--- config.mk ---
export PLATFORM = sky130hd
export DESIGN_NAME = fetch_sequencer
export DESIGN_NICKNAME = d
export VERILOG_FILES = /design/src/rtl/fetch_sequencer.sv
export SDC_FILE = /design/constraint.sdc
export NUM_CORES = 1
export LEC_CHECK = 0
export CELL_PAD_IN_SITES_DETAIL_PLACEMENT = 0
export CELL_PAD_IN_SITES_GLOBAL_PLACEMENT = 1
export CORE_MARGIN = 4
export CORE_UTILIZATION = 27
export DETAILED_ROUTE_END_ITERATION = 6
export PLACE_DENSITY_LB_ADDON = 0.05
export REMOVE_ABC_BUFFERS = 1
export SYNTH_ARGS = -nofsm -noshare
export SYNTH_HDL_FRONTEND = slang
export SYNTH_SLANG_ARGS = --single-unit
--- constraint.sdc ---
create_clock -name clock -period 1.3 [get_ports clock]
set_input_delay 0.195 -clock clock [delete_from_list [all_inputs] [get_ports clock]]
set_output_delay 0.195 -clock clock [all_outputs]
set_load 0.01 [all_outputs]
--- src/rtl/fetch_sequencer.sv ---
// rtl/fetch_sequencer.sv - program counter and two-phase instruction fetch sequencer (optional skip: FETCH_SEQ_SKIP_EN)
module fetch_sequencer #(
  parameter int PC_W = 12
) (
  input  logic            clock,
  input  logic            reset,
  input  logic            enable,
  input  logic            load_pc,
  input  logic [PC_W-1:0] load_addr,
`ifdef FETCH_SEQ_SKIP_EN
  input  logic            skip,
`endif
  input  logic [7:0]      program_byte,
  output logic [PC_W-1:0] pc,
  output logic [3:0]      instr,
  output logic [3:0]      oprnd,
  output logic            phase,
  output logic            fetch_valid
);

  typedef enum logic {
    FETCH   = 1'b0,
    EXECUTE = 1'b1
  } phase_t;

  phase_t          phase_q;
  logic [PC_W-1:0] pc_q;
  logic [PC_W-1:0] pc_d;
  logic [3:0]      instr_q;
  logic [3:0]      oprnd_q;
  logic            fetch_valid_q;

  // Next program counter: increment after a fetch, optional jump or skip in EXECUTE.
  always_comb begin
    pc_d = pc_q;
    if (phase_q == FETCH) begin
      pc_d = pc_q + PC_W'(1);
    end else if (load_pc) begin
      pc_d = load_addr;
`ifdef FETCH_SEQ_SKIP_EN
    end else if (skip) begin
      pc_d = pc_q + PC_W'(1);
`endif
    end
  end

  // Sequencer state, fetch latch and strobe; everything holds while enable is low.
  always_ff @(posedge clock) begin
    if (reset) begin
      phase_q       <= FETCH;
      pc_q          <= '0;
      instr_q       <= '0;
      oprnd_q       <= '0;
      fetch_valid_q <= 1'b0;
    end else if (enable) begin
      pc_q <= pc_d;
      case (phase_q)
        FETCH: begin
          instr_q       <= program_byte[7:4];
          oprnd_q       <= program_byte[3:0];
          fetch_valid_q <= 1'b1;
          phase_q       <= EXECUTE;
        end
        default: begin
          fetch_valid_q <= 1'b0;
          phase_q       <= FETCH;
        end
      endcase
    end else begin
      fetch_valid_q <= 1'b0;
    end
  end

  assign pc          = pc_q;
  assign instr       = instr_q;
  assign oprnd       = oprnd_q;
  assign phase       = phase_q;
  assign fetch_valid = fetch_valid_q;

endmodule

Word level (Yosys, flattened, before mapping). Cells that the tools add are included.

Add/sub/neg operators: 1. Equality and inequality tests: 1. Mux-type cells: 3. Bitwise gates (word level): 2. Reduce and logical (&&, ||, !) cells: 3.

Operators with widths (number): $mux 12 (2); $add 12x1->12 const B (1); $reduce_and 2->1 (2); $ne 2x2->1 const B (1); $not 1->1 (2); $reduce_or 2->1 (1); $mux 1 (1).

Flip-flop bits (word level): 22. Input bits: 24. Logic and storage cells: 15.

Logic depth before layout (Yosys ltp). Gate-level depths: netlist of the first run.

Depth in word-level cells: 2. Mapped depth: 6. Gate-level depth less buffers: 5.

Worst setup path before layout of the first run. No wires, ideal clock.

Kind: reg-to-reg. Start: register pc_q[0] (netlist: pc[0]). End: register pc_q[10] (netlist: pc[10]). Library setup time: 0.074 ns. Arrival: 1.407 ns. Data required time: 1.226 ns. Setup slack: -0.182 ns. Cell stages (with the launch flop): 5. Cell sequence: dfxtp_1 ha_1 nand3_1 or4_1 a31oi_1.

Cells in the longest elaborated chain, start to end: 2.

RTL lines: start: declaration (line 27) `logic [PC_W-1:0] pc_q;`; start signal: assignment (line 56) `pc_q <= pc_d;`; $add 12x1->12 (line 37) `pc_d = pc_q + PC_W'(1);`; $mux 12 (line 36) `if (phase_q == FETCH) begin`.

Every way passes these cells. A chain may end at the register's enable or synchronous reset.

Final worst setup path of the first run. Ends and elaborated chain as after synthesis.

==> results.toml, run 1 <==
[worst_setup_path]
critical_path_class = "reg2reg"
crit_family = "simple AND/OR/NAND/NOR gates"
slowest_delay_ns = 0.51
timing.rr.end = "pc[10]$_SDFFE_PP0P_"
r2r_setup_slack_ns = 0.00004
r2r_cells = 4
worstPathArrival_ns = 1.50
cp-end-kind = "register"
crit_chain = "ha_4, nand3_4, or4_1, a31oi_1"
cp-startpoint = "pc[0]$_SDFFE_PP0P_"
path_depth = 4
required_ns = 1.50
path_max_fanout = 3
cp-endpoint = "pc[10]$_SDFFE_PP0P_"
crit_path_top_delay_cell = "or4_1"
crit_buf_inv = 0
r2r-start = "pc[0]$_SDFFE_PP0P_"
critPathLaunchType = "register"

[cells_and_area]
fin_nets = 251
fillers = 424
utilization = 0.488
final_cells = 277
layout-drive-gt1-share = 0.307
syn2layout_area_growth_pct = 74.9
n_antenna_cell = 0

[logic_synthesis]
synth_edf_count = 0
synthCells = 153
async_flop_share = 0
yosysMostFrequentCell = "nand2_1"
synth_area_leaders = "dfxtp_1, nand2_1, a21oi_1"
synth-seq-cells = 22
synth_top_area_frac = 0.365
yosys.area.top_type = "dfxtp_1"
synth_area_per_cell_um2 = 7.88
seq_area_frac_synth = 0.365
ys.flop_type = "dfxtp_1"
synth_area_um2 = 1210
ys_types = 40
ys_warn_count = 0
yosys-top-cells-count = "nand2_1, dfxtp_1, a21oi_1"

[floorplan]
initial_core_util = 0.279
placementRows = 24
core_area_um2 = 4320
die_h_um = 74.8
io_pins = 46
die_w_um = 74.8
dieArea_um2 = 5600

[pwr]
p_comb_frac = 0.254
p_int_mw = 1.40
cellPowerDensity_nw_per_um2 = 893
pwr-share-seq = 0.400
peakVddDrop_uv = 500
p_sw_mw = 0.488
power_leakage_nw = 0.866
p_clk_frac = 0.345
swShare = 0.259

[route]
wire_per_inst_um = 14.0
vias_per_cell = 4.88
drtIter0Drc = 49
drcViolationCount = 0
drtPass1Iterations = 4
routed_wl_mm = 3.89
drtAntennaViolNets = 0
vias = 1352

[timing]
rsz0062_at_grt = "yes"
relSlewSlack = 0.769
setup_viol = 0
fin_skew_ns = 0.00620
period_minus_slack_ns = 1.30
slew_viol_final = 0
fin_crit_sh = 1.00
hold_viol_final = 0
tightest_slew_ns = 0.347
max_freq_ghz = 0.769
hold_ws_ns = 0.451

[clock_tree]
hold_buffers = 0
path_clk_slew_ns = 0.09
cts_tree = "yes"
cts_max_path_buffers = 2
clock_sinks = 22
htreeDepth = 1
cts_buffers = 3
cts_root_buf = "clkbuf_8"
clk_latency_ns = 0.27

[place]
io_buffers = 45
globalplace.congestion = 0.898
hpwlAfterDp_mm = 2.89
dp.cells = 270

[grt]
grt_pass1_wl_mm = 6.31
grt_max_degree = 19
grtUsageTotal = 0.145
gr-total-overflow = 0
antenna_found_initial = 0
grt_pass1_vias = 1305

[worst_hold_path]
hp-class = "in2reg"

[run]
drv_cap = 0

[run_status]
status = "completed"
layer usage:
layer,vias up,share of wire,track usage
met5,-,0,0
met4,0,0.011,0.0415
met3,4,0.054,0.0307
met1,613,0.47,0.192
met2,39,0.47,0.239
li1,696,-,-
per-stage QoR:
step	cell area [um2]	setup TNS (ns)	total power, mW	setup WS (ns)
2_1_floorplan	1130	-3.23	0.925	-0.300
3_3_place_gp	1910	-3.78	1.24	-0.284
3_5_place_dp	1910	-4.45	1.24	-0.404
4_1_cts	2030	-0.0213	1.90	-0.0191
5_1_grt	2110	-0.126	1.99	-0.0831
6_report	2110	0	1.88	0.0000399
what timing repair did:
item,4_1_cts,5_1_grt
resized for setup,46,23
endpoints found under the setup margin,30,22
pin swaps,3,4
buffers inserted,1,2
registers in the layout (all words and copies together), names as in the netlist:
name / flops
instr: 4
phase: 1
pc: 12
oprnd: 4
fetch_valid: 1
final cells by class:
| class | instances | area (um2) | area share |
|---|---|---|---|
| Multi-Input combinational cell | 116 | 763 | 0.362 |
| Timing Repair Buffer | 78 | 723 | 0.343 |
| Sequential cell | 22 | 464 | 0.220 |
| Tap cell | 52 | 65.1 | 0.0308 |
| Clock buffer | 3 | 41.3 | 0.0196 |
| Clock inverter | 1 | 30.0 | 0.0142 |
| Inverter | 5 | 22.5 | 0.0107 |
worst reg2reg max path, stage by stage (launching register included):
cell and delay [ns]:
dfxtp_2 0.36, ha_4 0.16, nand3_4 0.07, or4_1 0.51, a31oi_1 0.14
power by group through the flow:
stage	Clock (mW)	Combinational [mW]	Sequential, mW
after floorplan	0	0.128	0.797
after global placement	0	0.473	0.763
after detailed placement	0	0.476	0.764
after CTS	0.683	0.461	0.756
after global routing	0.707	0.524	0.761
final	0.650	0.479	0.754
layout by cell type, fill, tap and decap left out, drive strengths merged, types with 5 or more instances in the layout:
cell / count
o21ai: 7
nand3: 9
dlygate4sd2: 20
clkdlybuf4s50: 21
dfxtp: 22
a21oi: 14
nand2: 29
buf: 33
o22ai: 5
nor2: 13
logic make-up after synthesis:
kind of cell             Yosys count  synth area share
XOR/XNOR                           2            0.0145
buffers and inverters             15            0.0757
AO/OA/AOI/OAI                     44             0.237
multiplexers                       5            0.0425
AND/OR/NAND/NOR                   64             0.255
flip-flops                        22             0.365
adder cells (fa/ha/maj)            1            0.0104
how the worst min path moves through the flow:
stage / slack [ns] / end / cells after the start / start
final: 0.45 / pc[10]$_SDFFE_PP0P_ / 5 / enable
after global routing: 0.46 / pc[10]$_SDFFE_PP0P_ / 5 / enable
after CTS: 0.45 / oprnd[3]$_SDFFE_PP0P_ / 3 / program_byte[3]
after detailed placement: 0.45 / oprnd[3]$_SDFFE_PP0P_ / 2 / oprnd[3]$_SDFFE_PP0P_
after global placement: 0.44 / instr[2]$_SDFFE_PP0P_ / 2 / instr[2]$_SDFFE_PP0P_
after floorplan: 0.26 / instr[0]$_SDFFE_PP0P_ / 1 / reset
(Power assumes the default switching activity.)
==> run 2: changes to the inputs <==
Settings changed: SETUP_SLACK_MARGIN set to 0.4.
==> run 2 against run 1 <==
The run now ends with setup timing left. Combinational power up 50%. Global-route usage is 2.0 points higher. Total power increased by 13%. Wire length up 19%. Non-clock buffer count up 26.
==> results.toml, run 2 (same netlist as run 1, synthesis figures left out) <==
[pwr]
swShare = 0.276
p_clk_frac = 0.310
cellPowerDensity_nw_per_um2 = 797
power_leakage_nw = 1.07
finalPower_mw = 2.13
p_int_mw = 1.54
p_sw_mw = 0.590
peakVddDrop_uv = 590
p_comb_frac = 0.336
pwr-share-seq = 0.353

[place]
post-place-ws_ns = -0.404
io_buffers = 45
hpwlAfterDp_mm = 2.89
globalplace.congestion = 0.898
dp.cells = 270

[grt]
gr-total-overflow = 0
antenna_found_initial = 0
grt_pass1_vias = 1511
grt_pass1_wl_mm = 7.20
grt_max_degree = 19
grtUsageTotal = 0.166

[floorplan]
die_w_um = 74.8
dieArea_um2 = 5600
core_area_um2 = 4320
die_h_um = 74.8
placementRows = 24
io_pins = 46
initial_core_util = 0.279

[worst_setup_path]
r2r_setup_slack_ns = -0.02
cp-startpoint = "pc[0]$_SDFFE_PP0P_"
r2r-start = "pc[0]$_SDFFE_PP0P_"
critical_path_class = "reg2reg"
crit_path_top_delay_cell = "or4_1"
cp-end-kind = "register"
crit_family = "simple AND/OR/NAND/NOR gates"
critPathLaunchType = "register"
worstPathArrival_ns = 1.52
crit_chain = "ha_4, nand3_4, or4_1, a31oi_1"
required_ns = 1.50
crit_buf_inv = 0
path_max_fanout = 3
slowest_delay_ns = 0.51

[run_status]
violations = "setup timing"
status = "finished with violations"

[route]
drtIter0Drc = 78
wire_per_inst_um = 15.2
vias = 1513
vias_per_cell = 4.98
drtPass1Iterations = 4
routed_wl_mm = 4.63
drcViolationCount = 0
drtAntennaViolNets = 0

[timing]
max_freq_ghz = 0.760
setup_viol = 4
tns_ns = -0.0378
fin_skew_ns = 0.0102
worst_slack_ns = -0.0158
relSlewSlack = 0.767
hold_viol_final = 0
fin_crit_sh = 1.01
slew_viol_final = 0
period_minus_slack_ns = 1.32
rsz0062_at_grt = "yes"
tightest_slew_ns = 0.349

[cells_and_area]
largest_register_ffs = 12
syn2layout_area_growth_pct = 122
n_antenna_cell = 0
final_cells = 304
layout-drive-gt1-share = 0.607
most-common-layout-cells = "buf_6, buf_4, clkdlybuf4s50_1, nand2_1, dfxtp_2"
fin_nets = 278
layout_commonest_cell = "buf_6"

[worst_hold_path]
hp-class = "reg2reg"
min_from = "instr[2]$_SDFFE_PP0P_"

[clock_tree]
cts_buffers = 3
clk_latency_ns = 0.27
htreeDepth = 1
clock_sinks = 22
cts_max_path_buffers = 2
cts_tree = "yes"
hold_buffers = 0
cts_root_buf = "clkbuf_8"
path_clk_slew_ns = 0.09

[run]
drv_cap = 0
==> run 2: changes by cell type in the layout (fill, tap and decap cells not counted), sizes merged <==
| cell | delta |
|---|---|
| clkdlybuf4s15 | -2 |
| dlygate4sd2 | -18 |
| clkbuf | -1 |
| buf | +48 |
| clkinvlp | -1 |
| clkinv | +1 |
| nand2 | +1 |
| dlymetal6s2s | -1 |
==> run 2: through the flow <==
step	area, um2	hold WS, ns	utilization
final	2680	0.463	0.620
after global routing	2680	0.482	0.620
after CTS	2460	0.459	0.568
after detailed placement	1910	0.447	0.442
after global placement	1910	0.441	0.442
after floorplan	1130	0.264	-
==> run 2: final timing paths <==
| path | endpoint | cells past startpoint |
|---|---|---|
| min | instr[2]$_SDFFE_PP0P_ | 2 |
| max reg2reg | pc[10]$_SDFFE_PP0P_ | 4 |
| min reg2reg | instr[2]$_SDFFE_PP0P_ | 2 |
| max | pc[10]$_SDFFE_PP0P_ | 4 |
==> run 2: tightest hold or removal path, cell delays in order, from the launching register on <==
cell,delay (ns)
dfxtp_2,0.33
nand2_1,0.05
a21oi_1,0.05
==> run 2: area by class of cell <==
class / count / area (um2)
well taps: 52 / 65.1
inverters: 5 / 31.3
flip-flops and latches: 22 / 484
clock buffers: 3 / 41.3
fillers: 368 / 1650
repair buffers: 104 / 1070
multi-input cells: 117 / 956
clock inverters: 1 / 30.0
==> run 2: what timing repair did <==
action                     CTS  global route
setup endpoints to repair   44            44
setup buffers               19             9
gates resized for setup    204            36
gates cloned                 2             0
pin swaps                   19            14
==> run 2: power groups by stage <==
stage	sequential (mW)	combinational [mW]	clock, mW
3_3_place_gp	0.763	0.473	0
4_1_cts	0.757	0.629	0.683
6_report	0.754	0.718	0.662
3_5_place_dp	0.764	0.476	0
5_1_grt	0.760	0.769	0.702
2_1_floorplan	0.797	0.128	0
==> run 2: per-layer routing <==
| metal | GRT usage | share of wire | vias up |
|---|---|---|---|
| met4 | 0.0474 | 0.0086 | 0 |
| met2 | 0.290 | 0.51 | 41 |
| met1 | 0.205 | 0.43 | 713 |
| met5 | 0 | 0 | - |
| met3 | 0.0320 | 0.053 | 4 |
| li1 | - | - | 755 |
==> run 3: changes to the inputs <==
Settings changed: GPL_TIMING_DRIVEN set to 0, SKIP_CTS_REPAIR_TIMING set to 1, TNS_END_PERCENT set to 10.
==> run 3 against run 2 <==
The run still ends with setup timing left. Clock skew shrank 0.0038 ns. Clock power is essentially flat. Total power shrank 14%. Fmax shrank 3.2%. Largest power group unchanged. Highest routed layer unchanged.
==> results.toml, run 3 (same netlist as run 1, synthesis figures left out) <==
[floorplan]
die_w_um = 74.8
io_pins = 46
dieArea_um2 = 5600
die_h_um = 74.8
placementRows = 24
core_area_um2 = 4320
initial_core_util = 0.279

[worst_setup_path]
required_ns = 1.48
cp-end-kind = "register"
r2r_cells = 4
path_max_fanout = 10
r2r_setup_slack_ns = -0.06
critical_path_class = "reg2reg"
critPathLaunchType = "register"
r2r-start = "pc[2]$_SDFFE_PP0P_"
timing.rr.end = "pc[9]$_SDFFE_PP0P_"
worstPathArrival_ns = 1.54

[place]
io_buffers = 45
globalplace.congestion = 0.696
post_dp_cell_area_um2 = 1650
dp.cells = 240
hpwlAfterDp_mm = 2.46

[clock_tree]
path_clk_slew_ns = 0.09
cts_buffers = 3
cts_max_path_buffers = 2
clk_latency_ns = 0.27
cts_root_buf = "clkbuf_8"
htreeDepth = 1
cts_tree = "yes"
clock_sinks = 22

[worst_hold_path]
min_from = "enable"
min_path_cells = 3
min_to = "fetch_valid$_SDFF_PP0_"
hp-class = "in2reg"

[cells_and_area]
largest_register_ffs = 12
syn2layout_area_growth_pct = 59.2
layout_commonest_cell = "nand2_1"
final_area_um2 = 1920
n_antenna_cell = 0
utilization = 0.444
fin_nets = 230
fillers = 442
layout-drive-gt1-share = 0.358
final_cells = 256
most-common-layout-cells = "nand2_1, clkdlybuf4s50_1, a21oi_1, nor2_1, buf_6"

[route]
drtPass1Iterations = 4
drtAntennaViolNets = 0
routed_wl_mm = 3.74
drcViolationCount = 0
drtIter0Drc = 95
vias = 1292
wire_per_inst_um = 14.6
vias_per_cell = 5.05

[timing]
fin_skew_ns = 0.00645
max_freq_ghz = 0.736
hold_ws_ns = 0.423
hold_viol_final = 0
fin_crit_sh = 1.05
tightest_slew_ns = 0.897
period_minus_slack_ns = 1.36
setup_viol = 4
rsz0062_at_grt = "yes"
worst_slack_ns = -0.0590
slew_viol_final = 0
relSlewSlack = 0.401

[run_status]
violations = "setup timing"
status = "finished with violations"

[grt]
grt_max_degree = 25
gr-total-overflow = 0
grtUsageTotal = 0.135
grt_pass1_vias = 1194
grt_pass1_wl_mm = 5.83
antenna_found_initial = 0

[pwr]
peakVddDrop_uv = 572
p_sw_mw = 0.489
cellPowerDensity_nw_per_um2 = 959
p_int_mw = 1.35
finalPower_mw = 1.84
p_clk_frac = 0.358
pwr-share-seq = 0.421
p_comb_frac = 0.221
swShare = 0.265
power_leakage_nw = 0.760

[run]
drv_cap = 0
-- run 3: cell count changes in the layout (fill, tap and decap cells not counted), moves of 5 or more --
cell | previous run | this run
dlymetal6s2s_1 | 0 | 5
buf_6 | 46 | 13
buf_4 | 28 | 11
a21oi_2 | 9 | 1
nand2_4 | 7 | 0
nand2_1 | 15 | 24
a21oi_1 | 5 | 13
-- run 3: worst max-delay path by stage --
stage                       start                   to  slack, ns  depth (start not counted)
6_report       pc[2]$_SDFFE_PP0P_   pc[9]$_SDFFE_PP0P_      -0.06                          4
5_1_grt        pc[2]$_SDFFE_PP0P_  pc[11]$_SDFFE_PP0P_      -0.15                          4
4_1_cts                    enable  pc[10]$_SDFFE_PP0P_      -0.99                          5
3_5_place_dp               enable  pc[10]$_SDFFE_PP0P_      -1.30                          5
3_3_place_gp               enable  pc[10]$_SDFFE_PP0P_      -1.25                          5
2_1_floorplan  phase$_SDFFE_PP0P_   pc[0]$_SDFFE_PP0P_      -0.30                          4
-- run 3: per-layer routing --
layer	wire (um)	global-route usage
met1	1650	0.177
met3	280	0.0334
met4	54	0.0474
met2	1750	0.217
met5	0	0
-- run 3: area by class of cell --
type                       instances  area (um2)  area share
clock buffer                       3        41.3      0.0215
clock inverter                     1        30.0      0.0156
inverter                           5        22.5      0.0117
multi-input combinational        116         738       0.384
sequential                        22         489       0.255
tap                               52        65.1      0.0339
timing repair buffer              57         534       0.278
-- run 3: worst max-delay path, stage by stage, from the launching register on --
cell and delay [ns]:
dfxtp_4 0.42, nand4_1 0.23, nor2_1 0.26, a311oi_1 0.13, a311oi_1 0.24
-- run 3: metrics by stage --
stage / setup slack (ns) / setup TNS [ns]
after floorplan: -0.300 / -3.23
final: -0.0590 / -0.146
after detailed placement: -1.30 / -18.89
after CTS: -0.990 / -19.32
after global routing: -0.146 / -0.628
after global placement: -1.25 / -18.27
-- run 3: power by group through the flow --
| stage | sequential [mW] | clock (mW) | combinational (mW) |
|---|---|---|---|
| 2_1_floorplan | 0.797 | 0 | 0.128 |
| 3_3_place_gp | 0.788 | 0 | 0.346 |
| 3_5_place_dp | 0.791 | 0 | 0.354 |
| 4_1_cts | 0.775 | 0.684 | 0.355 |
| 5_1_grt | 0.783 | 0.706 | 0.447 |
| 6_report | 0.774 | 0.660 | 0.407 |
==> edit 1 (config.mk and constraints of run 3) <==
Build with the macro `FETCH_SEQ_SKIP_EN` defined.
--- a/src/rtl/fetch_sequencer.sv
+++ b/src/rtl/fetch_sequencer.sv
@@ -1,3 +1,5 @@
 // rtl/fetch_sequencer.sv - program counter and two-phase instruction fetch sequencer (optional skip: FETCH_SEQ_SKIP_EN)
+`define FETCH_SEQ_SKIP_EN
+
 module fetch_sequencer #(
   parameter int PC_W = 12
Ports: changed (added skip); port bits go from 46 to 47. The function was not compared with the original's and may differ.
==> edit 1 against run 3 <==
- the run still ends with setup timing left
- wire length shrank 2.3%
- via count shrank 0.70%
- setup slack lost 110 ps
- non-clock buffer count grew 2
- count of clock-buffer cells in the layout is the same
- sequential cell count is the same
- highest routed layer unchanged
- design area shrank 4.2%
- largest power group unchanged
- area after synthesis shrank 4.8%
- power shrank 17%
- clock skew shrank 5.6 ps
- die area shrank 4.3%
- worst hold slack gained 32 ps
==> edit 1: results (changes against run 3) <==
SYNTH_CELL_TYPES=36  # was 40
WL_MET3_UM=229  # was 280 um
GRT_MAX_DEGREE=28  # was 25
REG2REG_FROM='pc[1]$_SDFFE_PP0P_'  # was pc[2]$_SDFFE_PP0P_
POWER.STATIC_LEAKAGE_uW=0.000816  # was 0.000760 uW
MAX-VDD-IR-DROP_V=0.000476  # was 0.000572 V
LAYOUT.CELLS.NON_FILLER=248  # was 256
MAX_STAGE_DELAY_PS=390  # was 420 ps
WORSTHOLDPATHTYPE='reg -> reg'  # was in -> reg
NUMBER_OF_GLOBAL_ROUTE_VIAS_BEFORE_REPAIR=1123  # was 1194
POST_ROUTE_CELLS_DRIVE_ABOVE_1_SHARE_PCT=29.8  # was 35.8%
YS_ASYNC_SR_FRACTION_PCT=0  # unchanged
DP_HPWL_UM=2400  # was 2460 um
GLOBALROUTEMET1UTIL_PCT=19.1  # was 17.7%
FINAL-SETUP-VIOL-COUNT=6  # was 4
FINAL_SETUP_SLACK_OF_THE_WORST_PATH_PS=-173  # was -59.0 ps
TIMING.REG2REG.WORST_PATH_DEPTH=6  # was 4
TIGHTESTPINTRANSITION_PS=604  # was 897 ps
CRITICAL_PATH.ENDPOINT='pc[10]$_SDFFE_PP0P_'  # was pc[9]$_SDFFE_PP0P_
WHS_PATH_DEPTH=2  # was 3
VIOLATIONS='setup timing'  # unchanged
YOSYSSEQAREASHARE_PCT=38.3  # was 36.5%
WORST_HOLD_PATH.ENDPOINT='instr[1]$_SDFFE_PP0P_'  # was fetch_valid$_SDFF_PP0_
HOLD-WORST-SLACK_PS=455  # was 423 ps
PLACED_CELLS=232  # was 240
POST_SYNTH_MAIN_AREA_CONTRIBUTORS='sky130_fd_sc_hd__dfxtp_1, sky130_fd_sc_hd__nand2_1, sky130_fd_sc_hd__a21oi_1'  # unchanged
DETAILED_PLACE.AREA_SQ_UM=1610  # was 1650 sq um
CRITICAL_PATH.MAX_FANOUT=7  # was 10
IO_BUFFER_COUNT=46  # was 45
SETUP-TNS-FINAL_PS=-359  # was -146 ps
SYNTH_ADDER_AREA_SHARE_PCT=1.09  # was 1.04%
ROUTED-VIA-COUNT=1283  # was 1292
SYNTH_COMMONEST_CELLS='sky130_fd_sc_hd__nand2_1, sky130_fd_sc_hd__dfxtp_1, sky130_fd_sc_hd__a21oi_1'  # unchanged
TIMING.HOLD.WORST.START='instr[1]$_SDFFE_PP0P_'  # was enable
GLOBALROUTEMET3UTIL_PCT=4.27  # was 3.34%
GRT_TOTAL_USAGE_PCT=13.7  # was 13.5%
FINCLKSKEW_PS=0.823  # was 6.45 ps
MET2_LENGTH_UM=1720  # was 1750 um
OUTCOME='complete, but fails checks'  # unchanged
FILLERS=413  # was 442
AVGSYNTHCELLAREA_SQ_UM=7.76  # was 7.88 sq um
PLACE.GP.CONGESTION=0.763  # was 0.696
GRT_UTIL_MET2_PCT=21.1  # was 21.7%
ROUTE.DETAILED.WL_PER_INST_UM=14.7  # was 14.6 um
SETUP_SLACK_AT_PLACEMENT_PS=-1000  # was -1300 ps
-- edit 1: cell types whose count changed after synthesis, sizes merged, moves of 3 or more --
cell	run 3	this run
nor4	1	4
buf	4	7
mux2i	4	1
nor2	13	5
o22ai	5	0
o31ai	1	4
a21oi	14	18
-- edit 1: cell type report --
cell class | count | area [sq um] | share of cell area, %
clock buffers | 3 | 41.3 | 2.24
repair buffers | 59 | 563 | 30.6
inverters | 3 | 11.3 | 0.612
multi-input cells | 111 | 692 | 37.6
well taps | 50 | 62.6 | 3.40
flip-flops and latches | 22 | 470 | 25.6
-- edit 1: worst max-delay path: cells and delay by family, from the launching register on --
family	cells	cell delay (ps)
AOI/OAI and AO/OA	3	540
DFF	1	390
adders and majority gates	1	150
and+or+nand+nor	1	100
buffers and inverters	1	150
-- edit 1: power breakdown --
group | internal (uW) | leakage (uW) | switching (uW)
logic | 195 | 0.000607 | 154
clock network | 207 | 0.0000216 | 214
registers | 711 | 0.000188 | 39.1
total | 1110 | 0.000816 | 407
==> edit 2 (settings of run 3) <==
Made on the original files. Register the inputs `enable`, `load_pc`, `load_addr` and `program_byte` before use, without a reset. The logic sees them one clock later.
--- a/src/rtl/fetch_sequencer.sv
+++ b/src/rtl/fetch_sequencer.sv
@@ -24,4 +24,16 @@
   } phase_t;
 
+  logic enable_q;
+  logic load_pc_q;
+  logic [PC_W-1:0] load_addr_q;
+  logic [7:0] program_byte_q;
+
+  always_ff @(posedge clock) begin
+    enable_q       <= enable;
+    load_pc_q      <= load_pc;
+    load_addr_q    <= load_addr;
+    program_byte_q <= program_byte;
+  end
+
   phase_t          phase_q;
   logic [PC_W-1:0] pc_q;
@@ -36,6 +48,6 @@
     if (phase_q == FETCH) begin
       pc_d = pc_q + PC_W'(1);
-    end else if (load_pc) begin
-      pc_d = load_addr;
+    end else if (load_pc_q) begin
+      pc_d = load_addr_q;
 `ifdef FETCH_SEQ_SKIP_EN
     end else if (skip) begin
@@ -53,10 +65,10 @@
       oprnd_q       <= '0;
       fetch_valid_q <= 1'b0;
-    end else if (enable) begin
+    end else if (enable_q) begin
       pc_q <= pc_d;
       case (phase_q)
         FETCH: begin
-          instr_q       <= program_byte[7:4];
-          oprnd_q       <= program_byte[3:0];
+          instr_q       <= program_byte_q[7:4];
+          oprnd_q       <= program_byte_q[3:0];
           fetch_valid_q <= 1'b1;
           phase_q       <= EXECUTE;
Behaviour: not the same (Yosys sat finds a counterexample within 4 cycles, from zero or initial values and one cycle with reset high).
==> edit 2 against run 3 <==
- design area up 26%
- setup slack got worse by 34 ps
- count of clock-buffer cells in the layout rose by 2
- area after synthesis up 33%
- worst hold slack worse by 96 ps
- wire length rose by 14%
- sequential cell count increased by 22
- die area up 29%
- largest power group unchanged
- sequential power rose by 93%
- the run still ends with setup timing left
- power up 48%
- global-route usage decreased by 2.4 points
- critical path depth up 1
==> edit 2: results (changes against run 3) <==
VIOLATIONS='setup timing'  # unchanged
WL_UM=4250  # was 3740 um
OUTCOME='complete, but fails checks'  # unchanged
PLACE.GP.CONGESTION=0.743  # was 0.696
YOSYSSEQAREASHARE_PCT=55.0  # was 36.5%
GLOBALROUTEMET1UTIL_PCT=14.3  # was 17.7%
WHS_PATH_DEPTH=1  # was 3
ROUTED-VIA-COUNT=1375  # was 1292
GRT_MAX_DEGREE=27  # was 25
FINAL_SETUP_SLACK_OF_THE_WORST_PATH_PS=-93.1  # was -59.0 ps
MULTI_INPUT_AREA_SQ_UM=711  # was 738 sq um
CRITICAL-PATH-TOP-DELAY-FAMILY='compound AO/OA/AOI/OAI gates'  # was simple AND/OR/NAND/NOR gates
POST_SYNTH_MAIN_AREA_CONTRIBUTORS='sky130_fd_sc_hd__dfxtp_1, sky130_fd_sc_hd__a21oi_1, sky130_fd_sc_hd__nand2_1'  # was sky130_fd_sc_hd__dfxtp_1, sky130_fd_sc_hd__nand2_1, sky130_fd_sc_hd__a21oi_1
VIA_PER_INST=4.63  # was 5.05
FINAL-SETUP-VIOL-COUNT=3  # was 4
FRACTION_OF_AREA_IN_MULTI_INPUT_GATES_PCT=29.3  # was 38.4%
SETUP_SLACK_AT_PLACEMENT_PS=-818  # was -1300 ps
METAL_1_WL_UM=2000  # was 1650 um
DETAILED_PLACE.AREA_SQ_UM=2100  # was 1650 sq um
SYNTH_COMMONEST_CELLS='sky130_fd_sc_hd__dfxtp_1, sky130_fd_sc_hd__nand2_1, sky130_fd_sc_hd__a21oi_1'  # was sky130_fd_sc_hd__nand2_1, sky130_fd_sc_hd__dfxtp_1, sky130_fd_sc_hd__a21oi_1
WL_MET3_UM=239  # was 280 um
CLOCK_INSERTION_DELAY_WORST_SKEW_PS=290  # was 270 ps
CHIPWIDTH_UM=85.0  # was 74.8 um
SYNTH-XOR-AREA-SHARE_PCT=1.64  # was 1.45%
RELSLEWSLACK_PCT=64.2  # was 40.1%
CLOCK_SINKS=44  # was 22
TIMING.REG2REG.WORST_PATH_DEPTH=5  # was 4
SYNTH_ADDER_AREA_SHARE_PCT=0.782  # was 1.04%
MET2_LENGTH_UM=1980  # was 1750 um
GRT_TOTAL_USAGE_PCT=11.2  # was 13.5%
DRT-INITIAL-DRC-COUNT=58  # was 95
POST_ROUTE_CELLS_DRIVE_ABOVE_1_SHARE_PCT=28.9  # was 35.8%
SETUP-TNS-FINAL_PS=-150  # was -146 ps
POWER.STATIC_LEAKAGE_uW=0.00108  # was 0.000760 uW
MUXSHAREOFSYNTHAREA_PCT=1.88  # was 4.25%
SYNTH-COMPOUND-AREA-SHARE_PCT=19.7  # was 23.7%
FINCLKSKEW_PS=10.9  # was 6.45 ps
==> edit 2: cell types whose count changed in the layout (fill, tap and decap cells not counted), moves of 3 or more <==
cell                             change
sky130_fd_sc_hd__nor2_1              -8
sky130_fd_sc_hd__nand3_1             -4
sky130_fd_sc_hd__dfxtp_1            +24
sky130_fd_sc_hd__a21oi_1             +4
sky130_fd_sc_hd__nor3_1              +3
sky130_fd_sc_hd__a22oi_1             +4
sky130_fd_sc_hd__dlymetal6s2s_1      +6
sky130_fd_sc_hd__nand2_2             -3
==> edit 2: path summary, 6_finish.rpt <==
kind	startpoint	to	slack [ps]
max	enable_q$_DFF_P_	pc[10]$_SDFFE_PP0P_	-90
min reg2reg	program_byte_q[7]$_DFF_P_	instr[3]$_SDFFE_PP0P_	430
max reg2reg	enable_q$_DFF_P_	pc[10]$_SDFFE_PP0P_	-90
min	load_pc	load_pc_q$_DFF_P_	330
==> edit 2: power by group <==
group	total [uW]	internal [uW]	switching (uW)
logic	382	224	158
clock network	861	381	481
registers	1490	1420	69.4
